File: src/rtl/cpu_mem_pkg.sv
// cpu_mem_pkg: shared arbiter state/owner types and the fetch memory-op code
package cpu_mem_pkg;
  typedef enum logic [1:0] {ARB_IDLE, ARB_ISSUE, ARB_WAIT} arb_state_e;
  typedef enum logic {OWN_IF, OWN_D} owner_e;
  localparam logic [2:0] MEMOP_WORD = 3'b010;
endpackage

File: src/rtl/arb_pick_2.sv
// arb_pick_2: two-way picker, D over IF or round-robin against the last winner
module arb_pick_2
  import cpu_mem_pkg::*;
(
  input  logic [1:0] req,
  input  owner_e     last,
  input  logic       rr_en,
  output logic [1:0] gnt
);
  // D wins when alone, under fixed priority, or when IF won last time
  always_comb begin
    gnt[1] = req[1] & (~req[0] | ~rr_en | (last == OWN_IF));
    gnt[0] = req[0] & ~gnt[1];
  end
endmodule

File: src/rtl/mem_port_arbiter.sv
// mem_port_arbiter: shares one memory port between fetch and load/store; ARB_RR_EN selects round-robin
module mem_port_arbiter
  import cpu_mem_pkg::*;
#(
  parameter int AW      = 32,
  parameter int DW      = 32,
  parameter int MEM_LAT = 1
) (
  input  logic          clk,
  input  logic          rst,
  input  logic          if_req,
  input  logic [AW-1:0] if_addr,
  output logic          if_gnt,
  output logic          if_rvalid,
  output logic [DW-1:0] if_rdata,
  input  logic          d_req,
  input  logic          d_we,
  input  logic [AW-1:0] d_addr,
  input  logic [DW-1:0] d_wdata,
  input  logic [2:0]    d_memop,
  output logic          d_gnt,
  output logic          d_rvalid,
  output logic [DW-1:0] d_rdata,
  output logic          mem_en,
  output logic          mem_we,
  output logic [AW-1:0] mem_addr,
  output logic [DW-1:0] mem_wdata,
  output logic [2:0]    mem_op,
  input  logic [DW-1:0] mem_rdata,
  output logic          busy
);
`ifdef ARB_RR_EN
  localparam logic RR_EN = 1'b1;
`else
  localparam logic RR_EN = 1'b0;
`endif
  localparam logic [3:0] LAT_M1 = 4'(MEM_LAT - 1);
  arb_state_e    state_q, state_d;
  owner_e        owner_q, owner_d;
  logic          we_q, we_d;
  logic [AW-1:0] addr_q, addr_d;
  logic [DW-1:0] wdata_q, wdata_d;
  logic [2:0]    op_q, op_d;
  logic [3:0]    cnt_q, cnt_d;
  logic          if_rvalid_q, if_rvalid_d, d_rvalid_q, d_rvalid_d;
  logic [DW-1:0] if_rdata_q, if_rdata_d, d_rdata_q, d_rdata_d;
  logic [1:0]    gnt;
  logic          idle, issue, done;
  assign idle  = state_q == ARB_IDLE;
  assign issue = state_q == ARB_ISSUE;
  assign done  = (state_q == ARB_WAIT) && (cnt_q == 4'd0);
  // owner_q doubles as last winner: it changes exactly on every grant
  arb_pick_2 u_pick (
    .req  ({d_req, if_req} & {2{idle & ~rst}}),
    .last (owner_q),
    .rr_en(RR_EN),
    .gnt  (gnt)
  );
  assign if_gnt    = gnt[0];
  assign d_gnt     = gnt[1];
  assign mem_en    = issue;
  assign mem_we    = issue & we_q;
  assign mem_addr  = issue ? addr_q : '0;
  assign mem_wdata = issue ? wdata_q : '0;
  assign mem_op    = issue ? op_q : 3'b000;
  assign busy      = ~idle;
  assign if_rvalid = if_rvalid_q;
  assign d_rvalid  = d_rvalid_q;
  assign if_rdata  = if_rdata_q;
  assign d_rdata   = d_rdata_q;
  // sequencing, request latch on grant, response capture when the wait expires
  always_comb begin
    state_d     = idle ? (|gnt ? ARB_ISSUE : ARB_IDLE) : issue ? ARB_WAIT : (done ? ARB_IDLE : ARB_WAIT);
    owner_d     = |gnt ? (gnt[1] ? OWN_D : OWN_IF) : owner_q;
    we_d        = |gnt ? gnt[1] & d_we : we_q;
    addr_d      = |gnt ? (gnt[1] ? d_addr : if_addr) : addr_q;
    wdata_d     = |gnt ? (gnt[1] ? d_wdata : '0) : wdata_q;
    op_d        = |gnt ? (gnt[1] ? d_memop : MEMOP_WORD) : op_q;
    cnt_d       = issue ? LAT_M1 : (state_q == ARB_WAIT ? cnt_q - 4'd1 : cnt_q);
    if_rvalid_d = done & (owner_q == OWN_IF);
    d_rvalid_d  = done & (owner_q == OWN_D);
    if_rdata_d  = if_rvalid_d ? mem_rdata : if_rdata_q;
    d_rdata_d   = d_rvalid_d ? (we_q ? '0 : mem_rdata) : d_rdata_q;
  end
  // state registers; reset aborts any access in flight
  always_ff @(posedge clk or posedge rst) begin
    if (rst) begin
      state_q     <= ARB_IDLE;
      owner_q     <= OWN_IF;
      we_q        <= 1'b0;
      addr_q      <= '0;
      wdata_q     <= '0;
      op_q        <= 3'b000;
      cnt_q       <= 4'd0;
      if_rvalid_q <= 1'b0;
      d_rvalid_q  <= 1'b0;
      if_rdata_q  <= '0;
      d_rdata_q   <= '0;
    end else begin
      state_q     <= state_d;
      owner_q     <= owner_d;
      we_q        <= we_d;
      addr_q      <= addr_d;
      wdata_q     <= wdata_d;
      op_q        <= op_d;
      cnt_q       <= cnt_d;
      if_rvalid_q <= if_rvalid_d;
      d_rvalid_q  <= d_rvalid_d;
      if_rdata_q  <= if_rdata_d;
      d_rdata_q   <= d_rdata_d;
    end
  end
endmodule

File: config.mk
export PLATFORM = sky130hd
export DESIGN_NAME = mem_port_arbiter
export DESIGN_NICKNAME = d
export VERILOG_FILES = /design/src/rtl/cpu_mem_pkg.sv /design/src/rtl/arb_pick_2.sv /design/src/rtl/mem_port_arbiter.sv
export SDC_FILE = /design/constraint.sdc
export NUM_CORES = 1
export LEC_CHECK = 0
export ABC_AREA = 0
export CORE_UTILIZATION = 47
export DETAILED_ROUTE_END_ITERATION = 8
export GPL_TIMING_DRIVEN = 0
export PLACE_DENSITY = 0.87
export SLEW_MARGIN = 25
export SYNTH_ARGS = -nofsm -noshare
export SYNTH_HDL_FRONTEND = slang
export SYNTH_HIERARCHICAL = 1
export SYNTH_SLANG_ARGS = --single-unit
File: constraint.sdc
create_clock -name clk -period 9.7 [get_ports clk]
set_input_delay 1.94 -clock clk [delete_from_list [all_inputs] [get_ports clk]]
set_output_delay 1.94 -clock clk [all_outputs]
set_load 0.01 [all_outputs]
# ---- After elaboration in Yosys (flattened, before gate mapping)
# Cells that the tools add are included.
dict set report word_totals {
  output_inout_bits 138
  reg_bits 141
  elab_cells 44
}
dict set report classes {
  bitwise 11
  eq_ne 2
  mux 14
  add_sub_neg 1
  n_reduce_logical 5
}
# op n
set ops {}
lappend ops {{$mux 32} 5}
lappend ops {{$mux 4} 2}
lappend ops {{$and 1x1->1} 6}
lappend ops {{$mux 2} 3}
lappend ops {{$mux 3} 2}
lappend ops {{$logic_not 4->1} 1}
lappend ops {{$not 1->1} 4}
lappend ops {{$sub 4x1->4 const B} 1}
lappend ops {{$and 2x2->2} 1}
lappend ops {{$eq 2x1->1 const B} 1}
lappend ops {{$eq 2x2->1 const B} 1}
lappend ops {{$logic_not 2->1} 1}
lappend ops {{$mux 1} 2}
lappend ops {{$reduce_bool 2->1} 1}
lappend ops {{$reduce_or 2->1} 1}
lappend ops {{$logic_and 1x1->1} 1}

# ---- Longest topological paths before layout
dict set report depth {
  word_depth 8
  depth_mapped 10
}

# ---- Cells and area by module
# Netlist, hierarchy kept.
# module area_each_um2 cells_per_inst seq_area_each_um2 instances
set modules_own_cells {}
lappend modules_own_cells {mem_port_arbiter 6576.3 579 3528.4 1}
lappend modules_own_cells {arb_pick_2 21.3 4 0.0 1}

# ---- Worst setup path before layout
# OpenSTA, ideal clock, no wires.
dict set report synth_path {
  kind {input -> output}
  start {in rst}
  end {out if_gnt}
  required_ns 7.760
  path_slack_ns 2.070
  arrival_time_ns 5.690
  stages 3
  n_path_buf 0
  cell_sequence {inv_1 > and3_1 > a21boi_1}
}
dict set report synth_between {
  elab_chain_len 5
}
# element line
set synth_lines {}
lappend synth_lines {{from (decl)} mem_port_arbiter.sv:10} ;# input logic rst,
lappend synth_lines {{$not 1->1 (*)} mem_port_arbiter.sv:54} ;# .req ({d_req, if_req} & {2{idle & ~rst}}),
lappend synth_lines {{$and 1x1->1 (*)} mem_port_arbiter.sv:54}
lappend synth_lines {{$and 2x2->2 (*)} mem_port_arbiter.sv:54}
lappend synth_lines {{$not 1->1} arb_pick_2.sv:13} ;# gnt[0] = req[0] & ~gnt[1];
lappend synth_lines {{$and 1x1->1 (*)} arb_pick_2.sv:13}
lappend synth_lines {{to (decl)} mem_port_arbiter.sv:13} ;# output logic if_gnt,
# Mark *: on every way between the ends. The rest lies on a longest branch, timed or not.

# ---- Worst setup path in the final report
# Ends and elaborated chain as after synthesis.

==> results.cfg <==
[sta]
fin_skew_ps = 9.08
tightest_slew_ps = 608
final-setup-viol-count = 0
final-hold-violation-count = 0
maxSlewViolCount = 0
timing.hold.ws_ps = 496
fin_ws_ps = 3250
layout_min_cycle_time_ps = 6450
period_share = 0.665
final.setup.tns_ps = 0
relSlewSlack = 0.594
max_freq_ghz = 0.155
rsz0062_at_grt = false

[clock_tree]
cts_sinks = 141
cts_inserted_buffers = 17
cts_tree = done
hold_buffers = 0
clock_latency_ps = 420
cts_setup_buffers = 0
root_buffer = clkbuf_16
cts_resized = 0
h-tree-depth = 4
clock_path_buffers = 2
path_clk_slew_ps = 60

[floorplanning]
die_x_um = 120
die_y_um = 120
coreArea_um2 = 13500
ioPinCount = 274
rows = 42
dieArea_um2 = 14500
start_util = 0.490

[cells_and_area]
area_growth_pct = 55.0
multiInputGateArea_um2 = 2810
ff_latch_area_um2 = 3530
layout-drive-gt1-share = 0.125
fin_nets = 1018
insertedDiodeCount = 0
num-fill-cells = 888
design_area_um2 = 10200

[grt]
grt_util_met3 = 0.0693
grt_pass1_vias = 5732
met1_usage = 0.307
use_met2 = 0.484
grt.overflow.total = 0
grt_max_degree = 76
antenna_found_initial = 0
grt_pass1_wl_um = 29900
busiest_layer = met2
grtUsageTotal = 0.271

[critical_path]
critPathArrivalTime_ps = 4510
cp.required_ps = 7760
path_class = in -> out
worst-r2r-setup-slack_ps = 7050
cp-startpoint = rst
r2r-start = state_q[1]$_DFF_PP0_
critPathLaunchType = input port
endpoint_kind = primary output
worstPathMaxFanout = 75

[placed_design]
port_buffers = 273
hpwlAfterDp_um = 13900
dpl_cell_area_um2 = 9590
post-place-ws_ps = 3240
routabilityCongestion = 0.821

[routing]
wirelength_um = 19100
vias = 5436
ant_nets = 0
drt_iter0_markers = 286
wl_per_cell_um = 18.0
drc = 0
via_per_inst = 5.11
firstDrtPassIters = 5

[logic_synthesis]
yosysSeqAreaShare = 0.535
ys_warn_count = 6
synth_area_um2 = 6600
ys_seq_elements = 141
synth.distinct_cells = 30
syn_inst = 583
syn_avg_cell_area_um2 = 11.3

[status]
status = complete, no violations

[power_and_ir_drop]
ir_drop_v = 0.000145
leakagePower_uw = 0.00429
p_per_area_nw_per_um2 = 263

[flow_run]
drv_cap = 0

[worst_hold_path]
hold_start = d_rdata[3]$_DFFE_PP0P_
hold_class = reg -> reg
final timing paths:
path                                            to  cells after the start
setup / recovery                            if_gnt                      6
hold / removal              d_rdata[3]$_DFFE_PP0P_                      1
setup reg to reg             addr_q[9]$_DFFE_PP0P_                     10
hold reg to reg             d_rdata[3]$_DFFE_PP0P_                      1
max in group asynchronous  d_rdata[24]$_DFFE_PP0P_                      3
min in group asynchronous  d_rdata[22]$_DFFE_PP0P_                      2
logic make-up after synthesis:
kind of cell	count (synthesis)	synth area share
flip-flops	141	0.535
other	1	0.000568
AND/OR/NAND/NOR	212	0.176
AO/OA/AOI/OAI	76	0.0611
adder cells (fa/ha/maj)	5	0.00948
multiplexers	98	0.177
buffers and inverters	50	0.0406
worst max-delay path, cell delays in order:
cell,delay [ps]
clkdlybuf4s50_1,500
inv_8,380
buf_16,350
and3_1,240
a21boi_1,400
clkdlybuf4s50_1,620
cell type report:
type                       count  share of cell area
clock buffer                  18              0.0430
inverter                      10             0.00441
sequential                   141               0.345
clock inverter                12              0.0191
timing repair buffer         274               0.270
tap                          176              0.0215
multi-input combinational    393               0.274
buffer                        40              0.0225
power breakdown:
group,internal (uW),leakage (uW),switching [uW],total (uW)
Combinational,570,0.00223,401,971
Clock,458,0.000311,242,701
Sequential,857,0.00175,160,1020
metal layers:
layer | wire length [um] | vias to the layer above
li1 | - | 2501
met1 | 7420 | 2659
met2 | 9910 | 233
met3 | 1230 | 43
met4 | 560 | 0
met5 | 0 | -
state kept, by name, indices dropped and copies added, names as in the netlist:
name	flops
wdata_q	32
op_q	3
owner_q	1
we_q	1
if_rdata	32
if_rvalid	1
d_rdata	32
addr_q	32
d_rvalid	1
state_q	2
cnt_q	4
Yosys cell counts, drive strengths merged:
cell type,count,area [um2]
o21ai,67,335
buf,17,144
o22ai,1,6.26
ha,5,62.6
conb,1,3.75
a21oi,1,5.00
nand2,68,258
a21o,1,7.51
dfrtp,141,3530
mux2,64,830
a31oi,1,6.26
and3,2,12.5
nor2b,34,220
a22o,4,35.0
nor3,1,5.00
nand2b,33,206
and2,68,425
inv,10,37.5
nor2,5,18.8
and4bb,1,16.3
mux2i,34,340
a21boi,1,7.51
clkbuf,23,86.3
per-stage QoR:
stage | util | total power (uW) | cells
after floorplan | - | 1480 | 584
after global placement | 0.710 | 1920 | 1033
after detailed placement | 0.713 | 1980 | 1034
after CTS | 0.760 | 2700 | 1064
after global routing | 0.760 | 2830 | 1064
final | 0.760 | 2690 | 1064
cell usage in the layout, fill, tap and decap left out, types with 29 or more instances in the layout:
master and n:
clkdlybuf4s50_1 273, dfrtp_1 141, and2_1 68, nand2_1 67
o21ai_0 67, mux2i_1 34, nor2b_1 33, nand2b_1 33
mux2_2 30, mux2_4 29
Note: power is estimated with default switching activity, not from simulation.
